--- config.mk ---
export PLATFORM = sky130hd
export DESIGN_NAME = sprite_bounce_engine
export DESIGN_NICKNAME = d
export VERILOG_FILES = /design/src/rtl/sprite_pkg.sv /design/src/rtl/sprite_axis_step.sv /design/src/rtl/sprite_bounce_engine.sv
export SDC_FILE = /design/constraint.sdc
export NUM_CORES = 1
export LEC_CHECK = 0
export BUFFER_PORTS_ARGS = -buffer_cell sky130_fd_sc_hd__buf_4
export CORE_UTILIZATION = 55
export DETAILED_ROUTE_END_ITERATION = 8
export GPL_ROUTABILITY_DRIVEN = 0
export GPL_TIMING_DRIVEN = 0
export PLACE_DENSITY = 0.79
export SLEW_MARGIN = 20
export SYNTH_ARGS = -nofsm -noshare
export SYNTH_HDL_FRONTEND = slang
export SYNTH_SLANG_ARGS = --single-unit
--- constraint.sdc ---
create_clock -name clk -period 5.91 [get_ports clk]
set_input_delay 0.591 -clock clk [delete_from_list [all_inputs] [get_ports clk]]
set_output_delay 0.591 -clock clk [all_outputs]
set_load 0.02 [all_outputs]
--- src/rtl/sprite_pkg.sv ---
// Shared constants and types for the sprite bounce engine.
package sprite_pkg;
    localparam int DISPLAY_WIDTH_DEF  = 640;
    localparam int DISPLAY_HEIGHT_DEF = 480;
    localparam int POS_W              = 10;

    localparam logic DIR_INC = 1'b1;
    localparam logic DIR_DEC = 1'b0;

    typedef enum logic [1:0] {
        IDLE  = 2'd0,
        SWEEP = 2'd1,
        DONE  = 2'd2
    } state_t;
endpackage

--- src/rtl/sprite_axis_step.sv ---
// One-axis move with clamp and reflect at 0 and max; 11-bit arithmetic, no wrap.
module sprite_axis_step
    import sprite_pkg::*;
#(
    parameter int STEP_W = 3
) (
    input  logic [POS_W-1:0]  p,
    input  logic              dir,
    input  logic [STEP_W-1:0] step,
    input  logic [POS_W-1:0]  max,
    output logic [POS_W-1:0]  p_next,
    output logic              dir_next,
    output logic              bounced
);
    localparam int W1 = POS_W + 1;

    logic [W1-1:0] step_w;
    logic [W1-1:0] sum;

    always_comb begin
        step_w   = W1'(step);
        sum      = {1'b0, p} + step_w;
        p_next   = p;
        dir_next = dir;
        bounced  = 1'b0;
        // A zero step holds the sprite even when it sits on an edge.
        if (step != '0) begin
            if (dir == DIR_INC) begin
                if (sum >= {1'b0, max}) begin
                    p_next   = max;
                    dir_next = DIR_DEC;
                    bounced  = 1'b1;
                end else begin
                    p_next = sum[POS_W-1:0];
                end
            end else if ({1'b0, p} <= step_w) begin
                p_next   = '0;
                dir_next = DIR_INC;
                bounced  = 1'b1;
            end else begin
                p_next = p - POS_W'(step);
            end
        end
    end
endmodule

--- src/rtl/sprite_bounce_engine.sv ---
// Per-frame motion engine: walks the sprite table one slot per clock after each frame tick.
//   state | meaning
//   IDLE  | waiting for frame_tick with enable; loads accepted
//   SWEEP | writing slot idx, one per clock
//   DONE  | last slot written; update_done follows next cycle
module sprite_bounce_engine
    import sprite_pkg::*;
#(
    parameter int NUM_SPRITES    = 2,
    parameter int DISPLAY_WIDTH  = DISPLAY_WIDTH_DEF,
    parameter int DISPLAY_HEIGHT = DISPLAY_HEIGHT_DEF,
    parameter int SPRITE_W       = 128,
    parameter int SPRITE_H       = 128,
    parameter int STEP_W         = 3,
    parameter int COLOR_BITS     = 3,
    parameter int INIT_X         = 200,
    parameter int INIT_Y         = 200,
    localparam int IDX_W         = (NUM_SPRITES > 1) ? $clog2(NUM_SPRITES) : 1
) (
    input  logic                              clk,
    input  logic                              reset,
    input  logic                              frame_tick,
    input  logic                              enable,
    input  logic [STEP_W-1:0]                 speed,
    input  logic                              load_valid,
    input  logic [IDX_W-1:0]                  load_idx,
    input  logic [POS_W-1:0]                  load_x,
    input  logic [POS_W-1:0]                  load_y,
    input  logic [1:0]                        load_dir,
    output logic                              load_ready,
    output logic [POS_W*NUM_SPRITES-1:0]      pos_x,
    output logic [POS_W*NUM_SPRITES-1:0]      pos_y,
    output logic [2*NUM_SPRITES-1:0]          dir_out,
    output logic [COLOR_BITS*NUM_SPRITES-1:0] color_idx,
    output logic                              busy,
    output logic                              update_done,
    output logic [NUM_SPRITES-1:0]            bounce_pulse,
    output logic [NUM_SPRITES-1:0]            corner_pulse,
    output logic                              overrun
);
    localparam int MAX_X = DISPLAY_WIDTH - SPRITE_W;
    localparam int MAX_Y = DISPLAY_HEIGHT - SPRITE_H;
    localparam logic [POS_W-1:0] MAX_X_P = POS_W'(MAX_X);
    localparam logic [POS_W-1:0] MAX_Y_P = POS_W'(MAX_Y);

    if (NUM_SPRITES < 1 || NUM_SPRITES > 8) begin : g_bad_count
        $error("NUM_SPRITES must be 1..8");
    end
    if (INIT_X + 32*(NUM_SPRITES-1) > MAX_X || INIT_Y > MAX_Y) begin : g_bad_init
        $error("reset sprite position lies beyond the screen limits");
    end

    state_t state, state_nxt;
    logic                  start;
    logic [IDX_W-1:0]      idx;
    logic [STEP_W-1:0]     step_r;
    logic [POS_W-1:0]      x_r [NUM_SPRITES];
    logic [POS_W-1:0]      y_r [NUM_SPRITES];
    logic                  dx_r [NUM_SPRITES];
    logic                  dy_r [NUM_SPRITES];
    logic [COLOR_BITS-1:0] col_r [NUM_SPRITES];
    logic [POS_W-1:0]      nx, ny;
    logic                  ndx, ndy, bx, by;
    logic                  load_hit;

    always_ff @(posedge clk or posedge reset) begin
        if (reset) state <= IDLE;
        else       state <= state_nxt;
    end

    always_comb begin
        state_nxt = state;
        start     = 1'b0;
        case (state)
            IDLE: begin
                if (frame_tick && enable) begin
                    state_nxt = SWEEP;
                    start     = 1'b1;
                end
            end
            SWEEP: begin
                if (idx == IDX_W'(NUM_SPRITES-1)) state_nxt = DONE;
            end
            DONE:    state_nxt = IDLE;
            default: state_nxt = IDLE;
        endcase
    end

    assign busy       = (state != IDLE);
    assign load_ready = ~busy;
    assign load_hit   = load_valid && !busy && (int'(load_idx) < NUM_SPRITES);

    sprite_axis_step #(.STEP_W(STEP_W)) u_step_x (
        .p(x_r[idx]), .dir(dx_r[idx]), .step(step_r), .max(MAX_X_P),
        .p_next(nx), .dir_next(ndx), .bounced(bx)
    );
    sprite_axis_step #(.STEP_W(STEP_W)) u_step_y (
        .p(y_r[idx]), .dir(dy_r[idx]), .step(step_r), .max(MAX_Y_P),
        .p_next(ny), .dir_next(ndy), .bounced(by)
    );

    always_ff @(posedge clk or posedge reset) begin
        if (reset) begin
            for (int i = 0; i < NUM_SPRITES; i++) begin
                x_r[i]   <= POS_W'(INIT_X + 32*i);
                y_r[i]   <= POS_W'(INIT_Y);
                dx_r[i]  <= DIR_INC;
                dy_r[i]  <= DIR_DEC;
                col_r[i] <= COLOR_BITS'(i);
            end
            idx          <= '0;
            step_r       <= '0;
            bounce_pulse <= '0;
            corner_pulse <= '0;
            update_done  <= 1'b0;
            overrun      <= 1'b0;
        end else begin
            bounce_pulse <= '0;
            corner_pulse <= '0;
            update_done  <= (state == DONE);
            if (frame_tick && enable && busy) overrun <= 1'b1;
            if (start) begin
                idx    <= '0;
                step_r <= speed;
            end else if (state == SWEEP) begin
                x_r[idx]          <= nx;
                y_r[idx]          <= ny;
                dx_r[idx]         <= ndx;
                dy_r[idx]         <= ndy;
                // Corner hits still advance the colour by exactly one.
                if (bx || by) col_r[idx] <= col_r[idx] + 1'b1;
                bounce_pulse[idx] <= bx | by;
                corner_pulse[idx] <= bx & by;
                idx               <= idx + 1'b1;
            end
            if (load_hit) begin
                x_r[load_idx]  <= (load_x > MAX_X_P) ? MAX_X_P : load_x;
                y_r[load_idx]  <= (load_y > MAX_Y_P) ? MAX_Y_P : load_y;
                dx_r[load_idx] <= load_dir[0];
                dy_r[load_idx] <= load_dir[1];
            end
        end
    end

    always_comb begin
        pos_x     = '0;
        pos_y     = '0;
        dir_out   = '0;
        color_idx = '0;
        for (int i = 0; i < NUM_SPRITES; i++) begin
            pos_x[POS_W*i +: POS_W]               = x_r[i];
            pos_y[POS_W*i +: POS_W]               = y_r[i];
            dir_out[2*i +: 2]                     = {dy_r[i], dx_r[i]};
            color_idx[COLOR_BITS*i +: COLOR_BITS] = col_r[i];
        end
    end
endmodule

# Word level (Yosys, flattened, before mapping)

Index checks and enable logic that the tools add are counted.

Bits in latches: 0
Memories: 0
Memory bits (read-only): 0
Output and inout bits: 58
Input bits: 31
Register bits: 62
Bits in writable memories: 0

Equality and inequality tests: 4
Multiply operators: 0
Divide/modulo/power cells: 0
Order comparisons: 12
Bitwise logic cells: 8
Add/subtract/negate cells: 6
Multiplexer cells: 83
Reduce and logical (&&, ||, !) cells: 14
Shift operators: 0

Operator list:

| cell                                                                 | number |
|---|---|
| two-way mux 10 bit                                                   | 18 |
| two-way mux 20 bit                                                   | 6 |
| bitwise mux 20 bit                                                   | 4 |
| two-way mux 1 bit                                                    | 27 |
| two-way mux 2 bit                                                    | 12 |
| adder 10 x 3 -> 11 bit                                               | 2 |
| demux 10 bit (select 1 bit)                                          | 2 |
| <= comparator 10 x 3 -> 1 bit                                        | 2 |
| subtractor 10 x 3 -> 10 bit                                          | 2 |
| two-way mux 3 bit                                                    | 4 |
| greater-or-equal comparator 11 x 10 -> 1 bit (second input constant) | 1 |
| greater-or-equal comparator 11 x 9 -> 1 bit (second input constant)  | 1 |
| greater-than comparator 10 bit (second input constant)               | 1 |
| greater-than comparator 10 x 9 -> 1 bit (second input constant)      | 1 |
| bitwise mux 2 bit                                                    | 4 |
| bitwise mux 6 bit                                                    | 1 |
| logical AND 1 bit                                                    | 6 |
| bitwise AND 2 bit                                                    | 2 |
| greater-or-equal comparator 2 bit (second input constant)            | 2 |
| < comparator 2 x 1 -> 1 bit (second input constant)                  | 2 |
| inequality test 2 bit (second input constant)                        | 2 |
| NOT 1 -> 2 bit                                                       | 2 |
| one-hot mux 2 bit (2 select lines)                                   | 1 |
| nonzero test 2 bit                                                   | 2 |
| other kinds (17)                                                     | 20 |

# Longest topological paths before layout

Gate-level depths: netlist of the first run.

Depth in word-level cells: 14
Depth in mapped cells: 19

# Cells and area by module

From an unflattened synthesis of the first run, not the netlist that was laid out.

Cells, all modules: 613
Area total of the unflattened synthesis: 5,426.5 um^2

Modules (own cells, without submodules):

| module                      | area each (um^2) | cells each | times used |
|---|---|---|---|
| sprite_bounce_engine        | 3,201.8          | 287        | 1 |
| sprite_axis_step (u_step_y) | 1,172.4          | 173        | 1 |
| sprite_axis_step (u_step_x) | 1,052.3          | 153        | 1 |

# Least setup slack after synthesis of the first run

Ideal clock, no wire load.

Path kind: flip-flop to flip-flop
Start point: register idx
End point: register col_r (netlist bit color_idx[4])
Library setup time: 0.128 ns
Period minus slack after synthesis: 3.999 ns
Cell stages (with the launch flop): 17
Arrival: 3.872 ns
Required time: 5.782 ns
Path buffers: 6
Path slack: 1.911 ns
Cells stage by stage: dfrtp_1 -> buf_6 -> buf_8 -> buf_6 -> buf_6 -> buf_2 -> buf_2 -> mux2i_1 -> inv_1 -> ha_1 -> fa_1 -> a21oi_1 -> a31oi_1 -> a311oi_4 -> o21ai_4 -> a211oi_4 -> mux2_1

Cells in the longest elaborated chain, start to end: 11
Elaborated cells between the ends (all ways): 39
Classes of those cells: add/sub: 3; order compare: 6; mux: 26; bitwise: 1; reduce/logical: 3

RTL lines:

| what                                                                                                        | RTL line                                                                            | source |
|---|---|---|
| from (decl)                                                                                                 | sprite_bounce_engine.sv:55                                                          | `logic [IDX_W-1:0] idx;` |
| from (signal assigned)                                                                                      | sprite_bounce_engine.sv:134                                                         | `idx <= idx + 1'b1;` |
| NOT 1 -> 2 bit (not written as such) (*)                                                                    | sprite_bounce_engine.sv:94, sprite_bounce_engine.sv:98, sprite_bounce_engine.sv:131 |  |
| two-way mux 10 bit (on tied branches) (3 in series)                                                         | sprite_bounce_engine.sv:94, sprite_bounce_engine.sv:98                              |  |
| adder 10 x 3 -> 11 bit                                                                                      | sprite_axis_step.sv:22                                                              | `sum = {1'b0, p} + step_w;` |
| greater-or-equal comparator 11 x 10 -> 1 bit or greater-or-equal comparator 11 x 9 -> 1 bit (tied branches) | sprite_axis_step.sv:29                                                              | `if (sum >= {1'b0, max}) begin` |
| two-way mux 1 bit                                                                                           | sprite_axis_step.sv:29                                                              |  |
| two-way mux 1 bit                                                                                           | sprite_axis_step.sv:28                                                              | `if (dir == DIR_INC) begin` |
| two-way mux 1 bit                                                                                           | sprite_axis_step.sv:27                                                              | `if (step != '0) begin` |
| logical OR 1 bit                                                                                            | sprite_bounce_engine.sv:131                                                         | `if (bx \|\| by) col_r[idx] <= col_r[idx] + 1'b1;` |
| AND reduction 3 bit (no source line)                                                                        | -                                                                                   |  |
| to (signal, indexed assignment)                                                                             | sprite_bounce_engine.sv:109                                                         | `col_r[i] <= COLOR_BITS'(i);` |
| to (signal, indexed assignment)                                                                             | sprite_bounce_engine.sv:131                                                         |  |
| to (decl)                                                                                                   | sprite_bounce_engine.sv:61                                                          | `logic [COLOR_BITS-1:0] col_r [NUM_SPRITES];` |

Mark *: on every way between the ends. The rest lies on a longest branch, timed or not. The select of a mux whose other input is x is not followed.
A chain may end at the register's enable or synchronous reset.

# Final worst setup path of the first run

Start point: register idx
End point: register y_r (netlist bit pos_y[3])

Cells in the longest elaborated chain, start to end: 14
Elaborated cells between the ends (all ways): 25
Classes of those cells: add/sub: 2; order compare: 4; mux: 17; bitwise: 1; reduce/logical: 1

RTL lines:

| what                                                   | RTL line                                                | source |
|---|---|---|
| NOT 1 -> 2 bit (not written as such) (*)               | sprite_bounce_engine.sv:98, sprite_bounce_engine.sv:127 |  |
| two-way mux 10 bit (not written as such) (3 in series) | sprite_bounce_engine.sv:98                              | `.p(y_r[idx]), .dir(dy_r[idx]), .step(step_r), .max(MAX_Y_P),` |
| adder 10 x 3 -> 11 bit                                 | sprite_axis_step.sv:22                                  |  |
| greater-or-equal comparator 11 x 9 -> 1 bit            | sprite_axis_step.sv:29                                  |  |
| two-way mux 10 bit                                     | sprite_axis_step.sv:29                                  |  |
| two-way mux 10 bit                                     | sprite_axis_step.sv:28                                  |  |
| two-way mux 10 bit                                     | sprite_axis_step.sv:27                                  |  |
| bitwise mux 20 bit (*)                                 | sprite_bounce_engine.sv:127                             | `y_r[idx] <= ny;` |
| two-way mux 20 bit (*)                                 | sprite_bounce_engine.sv:125                             | `end else if (state == SWEEP) begin` |
| two-way mux 20 bit (*)                                 | sprite_bounce_engine.sv:122                             | `if (start) begin` |
| bitwise mux 20 bit                                     | sprite_bounce_engine.sv:138                             | `y_r[load_idx] <= (load_y > MAX_Y_P) ? MAX_Y_P : load_y;` |
| two-way mux 20 bit (*)                                 | sprite_bounce_engine.sv:136                             | `if (load_hit) begin` |
| to (signal, indexed assignment)                        | sprite_bounce_engine.sv:106                             | `y_r[i] <= POS_W'(INIT_Y);` |
| to (signal, indexed assignment)                        | sprite_bounce_engine.sv:127                             |  |
| to (signal, indexed assignment)                        | sprite_bounce_engine.sv:138                             |  |
| to (decl)                                              | sprite_bounce_engine.sv:58                              | `logic [POS_W-1:0] y_r [NUM_SPRITES];` |

Marked as above.

==> summary.txt, run 1 <==
Status
  – Run status: finished, final reports clean

Synth
  – Synth Warn #: 0
  – Post-synth top area share: 0.242
  – EDFF count, synth: 0
  – Register area share after synthesis: 0.331
  – Mean cell area of the mapped netlist: 8.85 sq um
  – Area leader, netlist: dfrtp_1
  – Ys async rst share: 1.00
  – Mapped Cells: 537
  – Syn_nets: 585
  – Synth Flop Type: dfrtp_1
  – Largest cells by area after synthesis: dfrtp_1 24%, dfstp_2 8.8%, mux2_2 4.5%
  – Mapped Area: 4750 sq um
  – Cell variety after synth: 78
  – Seq cells post-synth: 62

Finish
  – Inserted Diodes: 0
  – Final std cells w/o fill: 746
  – FILL cells: 681
  – Nets: 684
  – Synthesis-to-finish area growth: 21.8%
  – Ratio of cells with drive above 1 in the final layout: 0.257

Global routing
  – Largest net degree at the start of global routing: 53
  – First-pass GRT wire length: 24.9 mm
  – GRT overflow: 0
  – Tot GR Track Use: 0.369
  – Antenna violations before repair: 0
  – Vias in the first global route: 4835

Worst setup path
  – Critical path's most frequent cell: buf_6
  – Critical Path AT: 5.40 ns
  – Critical Path Start Type: flip-flop
  – Worst R2R Path Depth: 16
  – Worst setup EP type: flip-flop
  – Cell chain of the critical path: buf_6 -> buf_8 -> buf_6 -> buf_6 -> buf_2 -> buf_2 -> mux2i_1 -> inv_1 -> ha_1 -> fa_1 -> a21oi_1 -> a31oi_1 -> a311oi_4 -> nor2_1 -> a221oi_1 -> a221oi_1
  – Max FO, Critical Path: 10
  – Slowest CP cell: a311oi_4
  – Worst Path Required: 6.15 ns
  – Max stage delay on crit path: 0.60 ns
  – Setup CP Type: flip-flop to flip-flop

CTS
  – # hold bufs at CTS: 0
  – CTS Buf Count: 9
  – Clk slew on worst S/H paths: 0.08 ns
  – Worst skew pair latency: 0.35 ns
  – CTS max path bufs: 2
  – H-tree levels: 3
  – Clock sinks: 62
  – Post_cts resized: 0
  – CTS tree: built
  – CTS root buf: clkbuf_8
  – Post-CTS Setup Inserts: 0

Timing
  – Tcrit/Tclk final: 0.873
  – Worst clock skew: 0.00646 ns
  – Final Max Slew Viols: 0
  – Endpoints failing setup: 0
  – Hold Vio Cnt, Final: 0
  – Worst slew pin tran: 0.930 ns
  – Worst rel slew slack: 0.380
  – Max Clock Freq: 194 MHz
  – Setup TNS: 0 ns
  – Final min period: 5.16 ns
  – Unrepaired setup endpoints after global routing: no

Floorplanning
  – Die area: 9020 sq um
  – Chip height: 95.0 um
  – Core box area: 8300 sq um
  – Rows: 33
  – Top Ports: 89
  – Starting Density: 0.573
  – Chip Width: 95.0 um

Drt
  – Vias/cell: 6.96
  – Iter 0 DRT Violations: 560
  – Vias: 5190
  – Final ANT Viol Nets: 0
  – 1st-pass router iterations: 6
  – Wire length per cell: 21.9 um
  – Routed WL: 16.3 mm
  – DRC: 0

Power and ir drop
  – Static leakage: 2.49 nW
  – Clock share of power: 0.099
  – Power per cell area: 746 nW/um^2
  – Worst VDD drop: 0.366 mV
  – Net switching power: 2.31 mW
  – Switching Share: 0.534
  – Sequential power share: 0.215
  – Cell Int Power: 2.01 mW
  – Comb pwr share: 0.686

Place
  – Port-buffer cells: 87
  – Placed cells: 730
  – Post-DP HPWL: 11.9 mm

Hold path
  – Hold Path Class: input pin to async pin

Job
  – Max Cap Viol: 0
-- metrics by stage --
stage / setup WS, ns / power [mW] / area [sq um] / hold WS (ns) / utilization
3_5_place_dp: 0.948 / 3.77 / 5570 / 0.464 / 0.671
4_1_cts: 0.931 / 4.21 / 5790 / 0.140 / 0.698
3_3_place_gp: 1.07 / 3.67 / 5540 / 0.459 / 0.667
2_1_floorplan: 1.91 / 2.85 / 4750 / 0.440 / -
6_report: 0.753 / 4.32 / 5790 / 0.133 / 0.698
5_1_grt: 0.605 / 4.57 / 5790 / 0.134 / 0.698
-- cell usage in the layout, fill, tap and decap left out, types with 10 or more instances in the layout --
cell,Yosys,routed
a221oi_1,11,11
mux2i_1,11,11
buf_4,1,88
o21ai_0,42,42
o22ai_1,10,10
dfstp_2,16,16
clkbuf_1,18,18
ha_1,13,13
mux2_2,19,19
inv_1,13,12
dfrtp_1,46,46
nor3_1,17,17
a21oi_1,36,36
nor2_1,52,52
nand2_1,40,40
a22oi_1,11,11
nand3_1,15,15
-- registers in the layout, summed over array words and instances, names as in the netlist, 2 cells and up --
signal        flops
step_r            3
dir_out           4
corner_pulse      2
bounce_pulse      2
state             2
color_idx         6
pos_x            20
pos_y            20
-- final timing paths --
path / startpoint / end / slack [ns]
max in group asynchronous: reset / pos_y[16] / 5.22
hold / removal: reset / color_idx[0] / 0.13
min in group clk: load_dir[1] / dir_out[3] / 0.46
setup / recovery: idx / pos_y[3] / 0.75
setup reg to reg: idx / pos_y[3] / 0.75
hold reg to reg: color_idx[2] / color_idx[2] / 0.48
-- worst max-delay path: cells and delay by family, from the launching register on --
kind	cells	cell delay, ns
flops	1	0.37
buf+inv	7	1.37
mux	1	0.32
compound gates	5	2.06
fa+ha+maj	2	0.72
simple gates	1	0.19
-- cell usage after synthesis (8+ instances only) --
| cell | instances |
|---|---|
| nor2_1 | 52 |
| dfrtp_1 | 46 |
| o21ai_0 | 42 |
| nand2_1 | 40 |
| a21oi_1 | 36 |
| mux2_2 | 19 |
| clkbuf_1 | 18 |
| nor3_1 | 17 |
| dfstp_2 | 16 |
| nand3_1 | 15 |
| ha_1 | 13 |
| inv_1 | 13 |
| a221oi_1 | 11 |
| a22oi_1 | 11 |
| mux2i_1 | 11 |
| o22ai_1 | 10 |
| a32oi_1 | 9 |
| nand2b_1 | 9 |
| a21o_1 | 8 |
| nor2b_1 | 8 |
| or3_1 | 8 |
-- cells by family after synthesis --
kind of cell,synth area share
flops,0.331
fa+ha+maj,0.0511
mux,0.0758
xor+xnor,0.00921
buf+inv,0.0413
simple gates,0.206
compound gates,0.286
-- metal layers --
layer / up-vias / wire length [um] / share of wire / global-route usage
met5: - / 0 / 0 / 0
met4: 0 / 606 / 0.037 / 0.173
met3: 77 / 1920 / 0.12 / 0.0837
met2: 380 / 7340 / 0.45 / 0.555
met1: 2476 / 6470 / 0.40 / 0.502
li1: 2257 / - / - / -
-- final cells by class --
cell class | count | area, sq um | area share
multi-input cells | 434 | 2980 | 0.515
flip-flops and latches | 62 | 1570 | 0.271
repair buffers | 88 | 681 | 0.118
plain buffers | 28 | 148 | 0.0255
well taps | 105 | 131 | 0.0227
clock buffers | 9 | 124 | 0.0214
clock inverters | 7 | 98.8 | 0.0171
inverters | 13 | 51.3 | 0.00886
-- power by group through the flow --
| stage | Combinational, mW | Sequential [mW] | Clock (mW) |
|---|---|---|---|
| 2_1_floorplan | 1.81 | 1.05 | 0 |
| 4_1_cts | 2.87 | 0.913 | 0.427 |
| 3_5_place_dp | 2.85 | 0.920 | 0 |
| 5_1_grt | 3.18 | 0.949 | 0.449 |
| 6_report | 2.96 | 0.929 | 0.430 |
| 3_3_place_gp | 2.77 | 0.904 | 0 |
(Power assumes the default switching activity.)
==> inputs of run 2 (changes only) <==
==> constraint.sdc (replaced) <==
create_clock -name clk -period 5.91 [get_ports clk]
set_input_delay 0.2955 -clock clk [delete_from_list [all_inputs] [get_ports clk]]
set_output_delay 0.2955 -clock clk [all_outputs]
set_load 0.02 [all_outputs]
==> summary.txt, run 2 (synthesis results as in run 1) <==
Power and ir drop
  – Net switching power: 2.32 mW
  – Power Total: 4.33 mW
  – Sequential power share: 0.214
  – Clock share of power: 0.099
  – Switching Share: 0.535
  – Comb pwr share: 0.687
  – Cell Int Power: 2.01 mW
  – Worst VDD drop: 0.364 mV
  – Static leakage: 2.50 nW
  – Power per cell area: 746 nW/um^2

Finish
  – Final std cells w/o fill: 747
  – Most frequent cells in the layout: 88 x buf_4, 52 x nor2_1, 46 x dfrtp_1, 42 x o21ai_0, 40 x nand2_1
  – Final instance area: 5800 sq um
  – Most common cell after layout, fill and taps aside: buf_4
  – Final core utilization: 0.699
  – Synthesis-to-finish area growth: 22.0%
  – Nets: 685
  – Inserted Diodes: 0
  – FILL cells: 681
  – Ratio of cells with drive above 1 in the final layout: 0.257

Timing
  – Unrepaired setup endpoints after global routing: no
  – Max Clock Freq: 195 MHz
  – Tcrit/Tclk final: 0.869
  – Worst clock skew: 0.00823 ns
  – Final min period: 5.14 ns
  – Worst slew pin tran: 0.931 ns
  – Final Max Slew Viols: 0
  – Hold Vio Cnt, Final: 0
  – Setup TNS: 0 ns
  – Endpoints failing setup: 0
  – Worst rel slew slack: 0.379

Place
  – Post-DP HPWL: 11.9 mm
  – Port-buffer cells: 87
  – Placed cells: 730
  – Post-DP Area: 5570 sq um

Worst setup path
  – Worst R2R Start: idx
  – Worst setup EP type: flip-flop
  – Register-to-register setup slack: 0.77 ns
  – Worst R2R Path Depth: 16
  – Critical path origin: idx
  – Max FO, Critical Path: 10
  – Setup CP Type: flip-flop to flip-flop
  – Critical Path AT: 5.38 ns
  – Critical Path Start Type: flip-flop
  – Worst Path Required: 6.15 ns
  – RR Endpoint: color_idx[1]

Hold path
  – Hold Path Class: input pin to flip-flop
  – Hold EP: dir_out[3]
  – Worst hold start: load_dir[1]
  – Worst hold path depth: 3

CTS
  – Clock sinks: 62
  – Post-CTS Setup Inserts: 0
  – CTS tree: built
  – Clk slew on worst S/H paths: 0.08 ns
  – H-tree levels: 3
  – CTS Buf Count: 9
  – CTS max path bufs: 2
  – Worst skew pair latency: 0.35 ns
  – CTS root buf: clkbuf_8

Drt
  – Wire length per cell: 21.9 um
  – Routed WL: 16.4 mm
  – Iter 0 DRT Violations: 617
  – Vias/cell: 6.96
  – Final ANT Viol Nets: 0
  – 1st-pass router iterations: 5
  – Vias: 5199
  – DRC: 0

Global routing
  – GRT overflow: 0
  – First-pass GRT wire length: 24.9 mm
  – Antenna violations before repair: 0
  – Largest net degree at the start of global routing: 53
  – Vias in the first global route: 4838
  – Tot GR Track Use: 0.369

Floorplanning
  – Core box area: 8300 sq um
  – Starting Density: 0.573
  – Top Ports: 89
  – Rows: 33
  – Chip Width: 95.0 um
  – Chip height: 95.0 um
  – Die area: 9020 sq um

Status
  – Run status: finished, final reports clean

Job
  – Max Cap Viol: 0
## run 2: final cells by class
cell class	instances	area, sq um	area share
buffer	28	148	0.0255
clock buffer	9	124	0.0214
clock inverter	7	98.8	0.0170
inverter	13	51.3	0.00885
multi-input combinational	434	2980	0.515
sequential	62	1570	0.271
tap	105	131	0.0227
timing repair buffer	89	691	0.119
## run 2: power by group through the flow
stage	clock, mW	combinational, mW	sequential (mW)
finish	0.428	2.97	0.927
global route	0.449	3.18	0.949
CTS	0.427	2.87	0.913
detailed placement	0	2.85	0.920
global placement	0	2.77	0.904
floorplan	0	1.81	1.05
## run 2: critical path, stage by stage, from the launching register on
cell and delay [ns]:
dfrtp_1 0.37, buf_6 0.16, buf_8 0.15, buf_6 0.14
buf_6 0.16, buf_2 0.29, buf_2 0.37, mux2i_1 0.32
inv_1 0.10, ha_1 0.24, fa_1 0.48, a21oi_1 0.48
a31oi_1 0.24, a311oi_4 0.60, o21ai_4 0.21, a211oi_4 0.35
mux2_1 0.35
## run 2: how the worst max path moves through the flow
stage,to,slack (ns)
2_1_floorplan,color_idx[4],1.91
3_5_place_dp,color_idx[1],0.95
5_1_grt,color_idx[4],0.60
6_report,color_idx[1],0.77
4_1_cts,color_idx[1],0.93
3_3_place_gp,color_idx[1],1.07
## run 2: per-layer routing
metal / wire length [um] / up-vias / track usage
met1: 6430 / 2441 / 0.501
met2: 7330 / 424 / 0.556
met4: 633 / 0 / 0.173
li1: - / 2257 / -
met5: 0 / - / 0
met3: 1970 / 77 / 0.0837
## run 2: per-stage QoR
| stage | setup slack (ns) | hold WS (ns) |
|---|---|---|
| 2_1_floorplan | 1.91 | 0.412 |
| 3_3_place_gp | 1.07 | 0.459 |
| 3_5_place_dp | 0.948 | 0.216 |
| 4_1_cts | 0.931 | 0.164 |
| 5_1_grt | 0.605 | 0.178 |
| 6_report | 0.771 | 0.164 |
## run 2: what timing repair did
| action | 4_1_cts | 5_1_grt |
|---|---|---|
| hold endpoints to repair | 9 | 0 |
| hold buffers | 1 | 0 |
| gates resized for setup | 0 | 0 |
==> inputs of run 3 (changes only) <==
--- a/config.mk
+++ b/config.mk
@@ -5,12 +5,13 @@
 export SDC_FILE = /design/constraint.sdc
 export NUM_CORES = 1
 export LEC_CHECK = 0
-export BUFFER_PORTS_ARGS = -buffer_cell sky130_fd_sc_hd__buf_4
 export CORE_UTILIZATION = 55
+export CTS_BUF_LIST = sky130_fd_sc_hd__clkbuf_8 sky130_fd_sc_hd__clkbuf_16
 export DETAILED_ROUTE_END_ITERATION = 8
+export DONT_BUFFER_PORTS = 1
 export GPL_ROUTABILITY_DRIVEN = 0
 export GPL_TIMING_DRIVEN = 0
-export PLACE_DENSITY = 0.79
+export PLACE_DENSITY = 0.7
 export SLEW_MARGIN = 20
 export SYNTH_ARGS = -nofsm -noshare
 export SYNTH_HDL_FRONTEND = slang
==> summary.txt, run 3 (synthesis results as in run 1) <==
Finish
  – FILL cells: 705
  – Nets: 598
  – Most frequent cells in the layout: 52 x nor2_1, 46 x dfrtp_1, 42 x o21ai_0, 40 x nand2_1, 36 x a21oi_1
  – Final core utilization: 0.616
  – Synthesis-to-finish area growth: 7.50%
  – Ratio of cells with drive above 1 in the final layout: 0.135
  – Inserted Diodes: 0
  – Most common cell after layout, fill and taps aside: nor2_1

Drt
  – 1st-pass router iterations: 7
  – Vias/cell: 7.21
  – Vias: 4759
  – Final ANT Viol Nets: 0
  – Routed WL: 16.1 mm
  – Wire length per cell: 24.4 um
  – DRC: 0
  – Iter 0 DRT Violations: 480

Timing
  – Worst rel slew slack: 0.370
  – Final min period: 5.14 ns
  – Unrepaired setup endpoints after global routing: no
  – Tcrit/Tclk final: 0.870
  – Worst slew pin tran: 0.941 ns
  – Final Max Slew Viols: 0
  – Worst Hold Slack: 0.0609 ns
  – Max Clock Freq: 194 MHz
  – Setup TNS: 0 ns
  – Endpoints failing setup: 0
  – Worst clock skew: 0.00597 ns
  – Hold Vio Cnt, Final: 0

Status
  – Run status: finished, final reports clean

Worst setup path
  – Slowest CP cell: a311oi_4
  – Setup CP Type: flip-flop to flip-flop
  – Critical Path Start Type: flip-flop
  – Cell chain of the critical path: buf_6 -> buf_8 -> buf_6 -> buf_6 -> buf_2 -> buf_2 -> mux2i_1 -> inv_1 -> ha_1 -> fa_1 -> a21oi_1 -> a31oi_1 -> a311oi_4 -> nor2_1 -> a221oi_1 -> a221oi_1
  – Worst Path Required: 6.16 ns
  – Worst setup EP type: flip-flop
  – Max FO, Critical Path: 10
  – Critical Path AT: 5.40 ns
  – Critical path's most frequent cell: buf_6
  – Max stage delay on crit path: 0.58 ns

Global routing
  – GRT overflow: 0
  – Tot GR Track Use: 0.371
  – Antenna violations before repair: 0
  – Largest net degree at the start of global routing: 39
  – Vias in the first global route: 4532
  – First-pass GRT wire length: 24.5 mm

CTS
  – CTS tree: built
  – Worst skew pair latency: 0.36 ns
  – Post_cts resized: 0
  – CTS max path bufs: 2
  – Clock sinks: 62
  – H-tree levels: 3
  – Clk slew on worst S/H paths: 0.07 ns
  – CTS root buf: clkbuf_8
  – CTS Buf Count: 9
  – Post-CTS Setup Inserts: 0

Floorplanning
  – Core box area: 8300 sq um
  – Chip height: 95.0 um
  – Die area: 9020 sq um
  – Starting Density: 0.573
  – Top Ports: 89
  – Rows: 33
  – Chip Width: 95.0 um

Hold path
  – Hold Path Class: input pin to flip-flop

Place
  – Port-buffer cells: 0
  – Post-DP HPWL: 11.8 mm

Job
  – Max Cap Viol: 0
## run 3: stage by stage
step / setup WS [ns] / instance area, sq um / cells
2_1_floorplan: 1.91 / 4750 / 537
3_3_place_gp: 1.04 / 4880 / 642
3_5_place_dp: 0.923 / 4910 / 643
4_1_cts: 0.946 / 5110 / 660
5_1_grt: 0.590 / 5110 / 660
6_report: 0.766 / 5110 / 660
## run 3: cell type report
class                           instances  area (sq um)  share of cell area
Tap cell                              105           131              0.0257
Multi-Input combinational cell        434          2980               0.584
Buffer                                 28           148              0.0289
Inverter                               13          51.3              0.0100
Clock inverter                          6          55.1              0.0108
Clock buffer                           10           138              0.0269
Timing Repair Buffer                    2          30.0             0.00588
Sequential cell                        62          1570               0.308
## run 3: final timing paths
kind	startpoint	to	slack, ns	depth (start not counted)
min in group asynchronous	reset	state[1]	0.39	2
hold / removal	load_dir[1]	dir_out[1]	0.06	2
max in group asynchronous	reset	pos_y[7]	4.95	3
setup / recovery	idx	pos_y[13]	0.77	16
hold reg to reg	state[0]	update_done	0.50	1
setup reg to reg	idx	pos_y[13]	0.77	16
## run 3: layer usage
| layer | track usage | wire (um) | vias up |
|---|---|---|---|
| li1 | - | - | 2074 |
| met1 | 0.478 | 6410 | 2263 |
| met2 | 0.542 | 6850 | 364 |
| met3 | 0.142 | 2280 | 58 |
| met4 | 0.181 | 572 | 0 |
| met5 | 0 | 0 | - |
## run 3: timing repair
item / 4_1_cts / 5_1_grt
hold buffers: 1 / 0
setup endpoints to repair: 0 / 0
hold endpoints to repair: 20 / 0
## run 3: critical path: cells and delay by family, from the launching register on
family	cells	cell delay (ns)
muxes	1	0.33
DFF	1	0.35
adders and majority gates	2	0.71
buffers and inverters	7	1.38
AOI/OAI and AO/OA	5	2.06
and+or+nand+nor	1	0.19
Power of run 3 is left out: the tool's default activity adds up to more than one toggle a clock period on the data nets, which glitch-free logic cannot reach.
